`src/rtl/muldiv_unit.sv`:
```
// Iterative 32x32 multiply / divide unit (mult, multu, div, divu) with HI/LO registers.
// Latency: 33 cycles from the start edge to the HI/LO writeback; done pulses for one cycle afterwards.
// Backpressure: busy stays high for the whole operation; start and mthi/mtlo are ignored while busy.
module muldiv_unit (
    input  logic        clk,
    input  logic        resetN,
    input  logic        start,
    input  logic [1:0]  op,
    input  logic [31:0] operandA,
    input  logic [31:0] operandB,
    input  logic        hiWrite,
    input  logic        loWrite,
    input  logic [31:0] writeData,
    output logic        busy,
    output logic        done,
    output logic [31:0] hi,
    output logic [31:0] lo
);

    typedef enum logic [1:0] {
        ST_IDLE = 2'd0,
        ST_RUN  = 2'd1,
        ST_FIX  = 2'd2
    } state_t;

    state_t      state_q, state_d;
    logic [5:0]  cnt_q, cnt_d;
    logic [1:0]  op_q, op_d;
    // Multiply: {partial product, remaining multiplier bits}. Divide: low half is dividend -> quotient.
    logic [63:0] acc_q, acc_d;
    logic [32:0] rem_q, rem_d;
    logic [31:0] bmag_q, bmag_d;
    logic [31:0] a_raw_q, a_raw_d;
    logic        rsign_q, rsign_d;
    logic        remsign_q, remsign_d;
    logic        busy_q, busy_d;
    logic        done_q, done_d;
    logic [31:0] hi_q, hi_d;
    logic [31:0] lo_q, lo_d;

    // Datapath temporaries
    logic        start_signed;
    logic [31:0] amag_in, bmag_in;
    logic [32:0] mul_sum;
    logic [33:0] div_shift;
    logic [34:0] div_diff;
    logic        op_signed;
    logic [63:0] prod_fix;
    logic [31:0] quo_fix, rem_fix;

    // Next-state, iteration datapath and writeback selection
    always_comb begin
        state_d   = state_q;
        cnt_d     = cnt_q;
        op_d      = op_q;
        acc_d     = acc_q;
        rem_d     = rem_q;
        bmag_d    = bmag_q;
        a_raw_d   = a_raw_q;
        rsign_d   = rsign_q;
        remsign_d = remsign_q;
        done_d    = 1'b0;
        hi_d      = hi_q;
        lo_d      = lo_q;

        // op[0]=0 selects the signed flavour (mult / div)
        start_signed = ~op[0];
        amag_in      = (start_signed && operandA[31]) ? (~operandA + 32'd1) : operandA;
        bmag_in      = (start_signed && operandB[31]) ? (~operandB + 32'd1) : operandB;

        mul_sum   = {1'b0, acc_q[63:32]} + {1'b0, bmag_q};
        div_shift = {rem_q, acc_q[31]};
        div_diff  = {1'b0, div_shift} - {3'b000, bmag_q};

        op_signed = ~op_q[0];
        prod_fix  = (op_signed && rsign_q)   ? (~acc_q + 64'd1)        : acc_q;
        quo_fix   = (op_signed && rsign_q)   ? (~acc_q[31:0] + 32'd1)  : acc_q[31:0];
        rem_fix   = (op_signed && remsign_q) ? (~rem_q[31:0] + 32'd1)  : rem_q[31:0];

        case (state_q)
            ST_IDLE: begin
                // Architectural moves are honoured even in the same cycle as start
                if (hiWrite) hi_d = writeData;
                if (loWrite) lo_d = writeData;
                if (start) begin
                    state_d   = ST_RUN;
                    cnt_d     = 6'd32;
                    op_d      = op;
                    acc_d     = {32'd0, amag_in};
                    rem_d     = 33'd0;
                    bmag_d    = bmag_in;
                    a_raw_d   = operandA;
                    rsign_d   = operandA[31] ^ operandB[31];
                    remsign_d = operandA[31];
                end
            end
            ST_RUN: begin
                if (!op_q[1]) begin
                    // Shift-add: add multiplicand when the current multiplier bit is set
                    if (acc_q[0]) acc_d = {mul_sum, acc_q[31:1]};
                    else          acc_d = {1'b0, acc_q[63:1]};
                end else begin
                    // Restoring division: keep the trial subtraction only if it did not go negative
                    if (!div_diff[34]) begin
                        rem_d = div_diff[32:0];
                        acc_d = {acc_q[63:32], acc_q[30:0], 1'b1};
                    end else begin
                        rem_d = div_shift[32:0];
                        acc_d = {acc_q[63:32], acc_q[30:0], 1'b0};
                    end
                end
                cnt_d = cnt_q - 6'd1;
                if (cnt_q == 6'd1) state_d = ST_FIX;
            end
            ST_FIX: begin
                state_d = ST_IDLE;
                done_d  = 1'b1;
                if (!op_q[1]) begin
                    hi_d = prod_fix[63:32];
                    lo_d = prod_fix[31:0];
                end else if (bmag_q == 32'd0) begin
                    // Divide by zero: all-ones quotient, dividend passed through as remainder
                    hi_d = a_raw_q;
                    lo_d = 32'hFFFF_FFFF;
                end else begin
                    hi_d = rem_fix;
                    lo_d = quo_fix;
                end
            end
            default: state_d = ST_IDLE;
        endcase

        busy_d = (state_d != ST_IDLE);
    end

    // State and output registers with synchronous active-low reset
    always_ff @(posedge clk) begin
        if (!resetN) begin
            state_q   <= ST_IDLE;
            cnt_q     <= 6'd0;
            op_q      <= 2'd0;
            acc_q     <= 64'd0;
            rem_q     <= 33'd0;
            bmag_q    <= 32'd0;
            a_raw_q   <= 32'd0;
            rsign_q   <= 1'b0;
            remsign_q <= 1'b0;
            busy_q    <= 1'b0;
            done_q    <= 1'b0;
            hi_q      <= 32'd0;
            lo_q      <= 32'd0;
        end else begin
            state_q   <= state_d;
            cnt_q     <= cnt_d;
            op_q      <= op_d;
            acc_q     <= acc_d;
            rem_q     <= rem_d;
            bmag_q    <= bmag_d;
            a_raw_q   <= a_raw_d;
            rsign_q   <= rsign_d;
            remsign_q <= remsign_d;
            busy_q    <= busy_d;
            done_q    <= done_d;
            hi_q      <= hi_d;
            lo_q      <= lo_d;
        end
    end

    assign busy = busy_q;
    assign done = done_q;
    assign hi   = hi_q;
    assign lo   = lo_q;

endmodule

```
`config.mk`:
```
export PLATFORM = sky130hd
export DESIGN_NAME = muldiv_unit
export DESIGN_NICKNAME = d
export VERILOG_FILES = /design/src/rtl/muldiv_unit.sv
export SDC_FILE = /design/constraint.sdc
export NUM_CORES = 1
export LEC_CHECK = 0
export CAP_MARGIN = 5
export CORE_MARGIN = 3
export CORE_UTILIZATION = 60
export DETAILED_ROUTE_END_ITERATION = 6
export GPL_TIMING_DRIVEN = 0
export PLACE_DENSITY_LB_ADDON = 0.05
export SKIP_LAST_GASP = 1
export SLEW_MARGIN = 10
export SYNTH_ARGS = -nofsm -noshare
export SYNTH_HDL_FRONTEND = slang
export SYNTH_SLANG_ARGS = --single-unit
```
`constraint.sdc`:
```
create_clock -name clk -period 7.3 [get_ports clk]
set_input_delay 1.095 -clock clk [delete_from_list [all_inputs] [get_ports clk]]
set_output_delay 1.095 -clock clk [all_outputs]
set_load 0.05 [all_outputs]
```
[Word-level counts from Yosys, hierarchy flattened]
Index checks and enable logic that the tools add are counted.
Storage, ports and cells
  register bits after elaboration: 239
  input port bits: 103
  output and inout bits: 66
  word-level logic and storage cells: 81
Operators by class
  add/subtract/negate cells: 8
  equal/unequal tests: 8
  muxes and demuxes: 28
  bitwise operators: 8
  reduce and logical (&&, ||, !) cells: 15
Operators by type and width (number)
  $mux W32: 10
  $mux W64: 4
  $add A32 B1 Y32 const B: 4
  $not A32 Y32: 4
  $pmux W32 S2: 2
  $pmux W64 S2: 1
  $mux W33: 3
  $pmux W33 S2: 1
  $add A64 B1 Y64 const B: 1
  $not A64 Y64: 1
  $sub A34 B32 Y35: 1
  $add A32 B32 Y33: 1
  $logic_not A32 Y1: 1
  $pmux W6 S2: 1
  $ne A2 B2 Y1 const B: 5
  $reduce_and A2 Y1: 4
  $eq A6 B1 Y1 const B: 1
  $mux W6: 1
  $reduce_and A3 Y1: 2
  $reduce_bool A2 Y1: 3
  $sub A6 B1 Y6 const B: 1
  $logic_and A1 B1 Y1: 4
  $mux W2: 2
  $pmux W2 S2: 1
  other kinds (6): 8

[Depth between registers and ports, before layout]
  word-level depth: 6
  depth in mapped cells: 15
  depth with buffers taken out: 13

[Worst setup path after synthesis]
No wires, ideal clock.
  kind: input to register
  from: in operandA[8]
  to: reg acc_q[29]
  library setup time: 123 ps
  data arrival time: 3147 ps
  data required time: 7177 ps
  slack: 4029 ps
  stages: 9
  path buffers: 0
  path through: or4_1 > nor3_2 > and3_1 > nand2_1 > or4_1 > o31ai_1 > xnor2_1 > a221oi_1 > nor2b_1
Between the ends
  cells in the longest elaborated chain, start to end: 5
Ends and longest elaborated chain
  start, declared: line 9  | input logic [31:0] operandA,
  $not A32 Y32: line 68  | amag_in = (start_signed && operandA[31]) ? (~operandA + 32'd1) : operandA;
  $add A32 B1 Y32: line 68
  $mux W32: line 68
  $mux W64: line 85  | if (start) begin
  $pmux W64 S2: line 80  | case (state_q)
  end signal, assigned: line 142  | acc_q <= 64'd0;
  end signal, assigned: line 156  | acc_q <= acc_d;
  end, declared: line 30  | logic [63:0] acc_q, acc_d;
No other way between the ends. The select of a mux whose other input is x is not followed.
A chain may end at the register's enable or synchronous reset.

[Worst setup path after layout]
  from: reg acc_q[31]
  to: reg rem_q[30]
Between the ends
  cells in the longest elaborated chain, start to end: 4
Ends and longest elaborated chain
  $sub A34 B32 Y35: line 73  | div_diff = {1'b0, div_shift} - {3'b000, bmag_q};
  $mux W33: line 104  | if (!div_diff[34]) begin
  $mux W33: line 98  | if (!op_q[1]) begin
  $pmux W33 S2: line 80
  end signal, assigned: line 157  | rem_q <= rem_d;
  end, declared: line 31  | logic [32:0] rem_q, rem_d;
No other way between the ends. The select of a mux whose other input is x is not followed.

==> results.cfg <==
[timing]
setup_viol = 0
rsz0062_at_grt = false
worst_pin_slew_ps = 1245
fmax_mhz = 231.0
final.min_clock_period_ps = 4328
finalClockSkew_ps = 23.64
fin_ws_ps = 2972
min_period_over_period_pct = 59.29
drv_slew = 0
hold_viol_final = 0
setup_tns_ps = 0
slew_headroom_pct = 17.00

[worst_setup_path]
cpPeakStageDelay_ps = 510
required_ps = 7770
cp_slowest_cell = nor2_1
endpoint_kind = flip-flop
crit_buf_inv = 3
path_class = flip-flop to flip-flop
cpMostUsedCell = inv_1
crit_family = compound AO/OA/AOI/OAI gates
arrival_ps = 4800
crit_chain = inv_1 > ha_1 > inv_1 > fa_1 > a211oi_1 > o21ai_0 > o211ai_1 > o211a_1 > o2bb2ai_1 > a31oi_2 > nor2_1 > clkbuf_1 > a32oi_1 > o31ai_1
start_kind = flip-flop
cp_max_fo = 10

[synthesis]
synth_top_area_share_pct = 27.56
netlist_area_sq_um = 17290
syn_nets = 2431
synth_area_leaders = dfxtp_1, nand2_1, xnor2_1, ha_1, o21ai_0
yosysWarnings = 0
synth_flop_cell = dfxtp_1
synth.avg_cell_area_sq_um = 7.663
syn-instance-count = 2256
async_flop_share_pct = 0
yosys.cell_types.count = 82
yosysTopAreaCell = dfxtp_1
ys_ff_latch = 238
ys_seq_area_share_pct = 27.56
synth-edff-count = 0

[power_and_ir_drop]
ir_drop_mv = 0.1863
intPower_mw = 2.791
combPwrFrac_pct = 25.4
power.share.clock_pct = 39.2
power.total_mw = 4.190
power_leakage_nw = 8.010
seqPwrFrac_pct = 35.4
powerDensity_nw_per_um2 = 204.2
p_sw_mw = 1.400
p_sw_share_pct = 33.40

[route]
dr.pass1.iters = 7
viasPerCell = 6.831
drtAntennaViolNets = 0
drc = 21
drt-initial-drc-count = 2230
num_vias = 19490
drt_wl_total_um = 70950
routedWlPerCell_um = 24.87

[final_layout]
mostFrequentLayoutCell = nand2_1
area_growth_pct = 18.70
layout.nets = 2628
final_cell_mix = nand2_1, dfxtp_1, clkdlybuf4s50_1, o21ai_0, a21oi_1
drive_gt1_share_pct = 3.314
fillers = 2187
fin_cells = 2853
final_area_sq_um = 20520

[flow_run]
maxCapViolCount = 0

[run_status]
violations = design-rule violations
status = finished with violations

[clocking]
clkTransAtPathRegs_ps = 60
clockRootBuffer = clkbuf_16
holdBufCountCts = 0
cts_buffer_depth = 3
clock-sinks = 238
clk_latency_ps = 570
postCtsSetupBuffers = 0
htreeDepth = 1
cts_tree = yes
cts-resized-gates = 0
cts_buffers = 27

[grt]
grt.total_usage_pct = 44.03
grt_max_degree = 15
grt_pass1_vias = 18620
grt_first_pass_wirelength_um = 106600
grt_overflow = 0
antenna_found_initial = 1

[floorplan]
die_h_um = 175.7
die_w_um = 175.7
die_area_sq_um = 30890
io_pins = 169
rows = 61
placeableCoreArea_sq_um = 28090
start_util_pct = 61.55

[placed_design]
hpwl_um = 54840
gp_congestion = 1.076
place_area_sq_um = 19440
io_buffers = 168
post-place-ws_ps = 3158
dpl.cell_count = 2802

[worst_hold_path]
hp-class = flip-flop to flip-flop
## registers in the layout (all words and copies together), names as in the netlist
| name | flops |
|---|---|
| rsign_q | 1 |
| hi | 32 |
| busy | 1 |
| lo | 32 |
| op_q | 2 |
| rem_q | 33 |
| state_q | 2 |
| cnt_q | 6 |
| a_raw_q | 32 |
| bmag_q | 32 |
| acc_q | 64 |
| done | 1 |
## Yosys cell counts (all sizes together) (8+ instances only)
library cell and number:
a21oi 158, nor3 49, nor4 29, xnor2 108, o211a 28, a21boi 64
ha 70, nand2b 22, and2 39, nand3 40, a31oi 17, xor2 87
a21o 30, o21a 10, o41ai 15, o221ai 44, inv 66, mux2i 55
nor2 127, a221oi 25, a22o 16, o21ai 176, buf 11, o31ai 31
o22ai 8, clkbuf 140, or3 21, dfxtp 238, o21bai 8, o211ai 21
and3 18, or4 18, nand2 320, a211oi 20, nor2b 33, nand4 19
## area by class of cell
type | count | area [sq um] | share of cell area [%]
inverters | 67 | 251.5 | 1.226
multi-input cells | 1800 | 11690 | 56.97
plain buffers | 151 | 581.8 | 2.835
diodes | 1 | 2.502 | 0.01219
flip-flops and latches | 238 | 4765 | 23.22
well taps | 378 | 473.0 | 2.305
repair buffers | 168 | 1682 | 8.195
clock inverters | 16 | 304.0 | 1.482
clock buffers | 34 | 772.0 | 3.762
## power groups by stage
stage / clock [mW] / combinational (mW) / sequential [mW]
after global routing: 1.68 / 1.13 / 1.49
after CTS: 1.63 / 1.03 / 1.48
after floorplan: 0 / 0.583 / 1.55
after detailed placement: 0 / 1.01 / 1.51
after global placement: 0 / 0.989 / 1.50
final: 1.64 / 1.06 / 1.49
## layer usage
layer / vias to the layer above / global-route usage [%] / share of wire (%)
li1: 8585 / - / -
met1: 8999 / 53.09 / 36
met2: 1500 / 68.60 / 43
met3: 404 / 8.928 / 11
met4: 2 / 34.21 / 9.8
met5: - / 0 / 0.024
## worst min-delay path: cells and delay by family (launching register included)
kind | cells | cell delay (ps)
DFF | 1 | 320
and+or+nand+nor | 2 | 90
## cells by family (layout without fill, tap and decap cells)
family	count (synthesis)	after routing	synth area share (%)
muxes	55	55	3.184
xor gates and xnor gates	195	195	9.879
and+or+nand+nor	760	760	21.23
buffers and inverters	218	436	4.820
DFF	238	238	27.56
other	0	1	0
adders and majority gates	72	72	5.298
AOI/OAI and AO/OA	718	718	28.02
## worst paths after layout
| path | startpoint | end | slack (ps) | cells after the start |
|---|---|---|---|---|
| setup reg to reg | acc_q[31]$_SDFFE_PN0P_ | rem_q[30]$_SDFFE_PN0P_ | 2970 | 14 |
| setup / recovery | acc_q[31]$_SDFFE_PN0P_ | rem_q[30]$_SDFFE_PN0P_ | 2970 | 14 |
| hold / removal | hi[10]$_SDFFE_PN0P_ | hi[10]$_SDFFE_PN0P_ | 450 | 2 |
| hold reg to reg | hi[10]$_SDFFE_PN0P_ | hi[10]$_SDFFE_PN0P_ | 450 | 2 |
## stage by stage
step	util (%)	hold WS [ps]
floorplan	-	443.3
global placement	69.22	425.0
detailed placement	69.22	432.2
CTS	73.05	454.2
global route	73.05	461.5
finish	73.06	450.8
(Power assumes the default switching activity.)
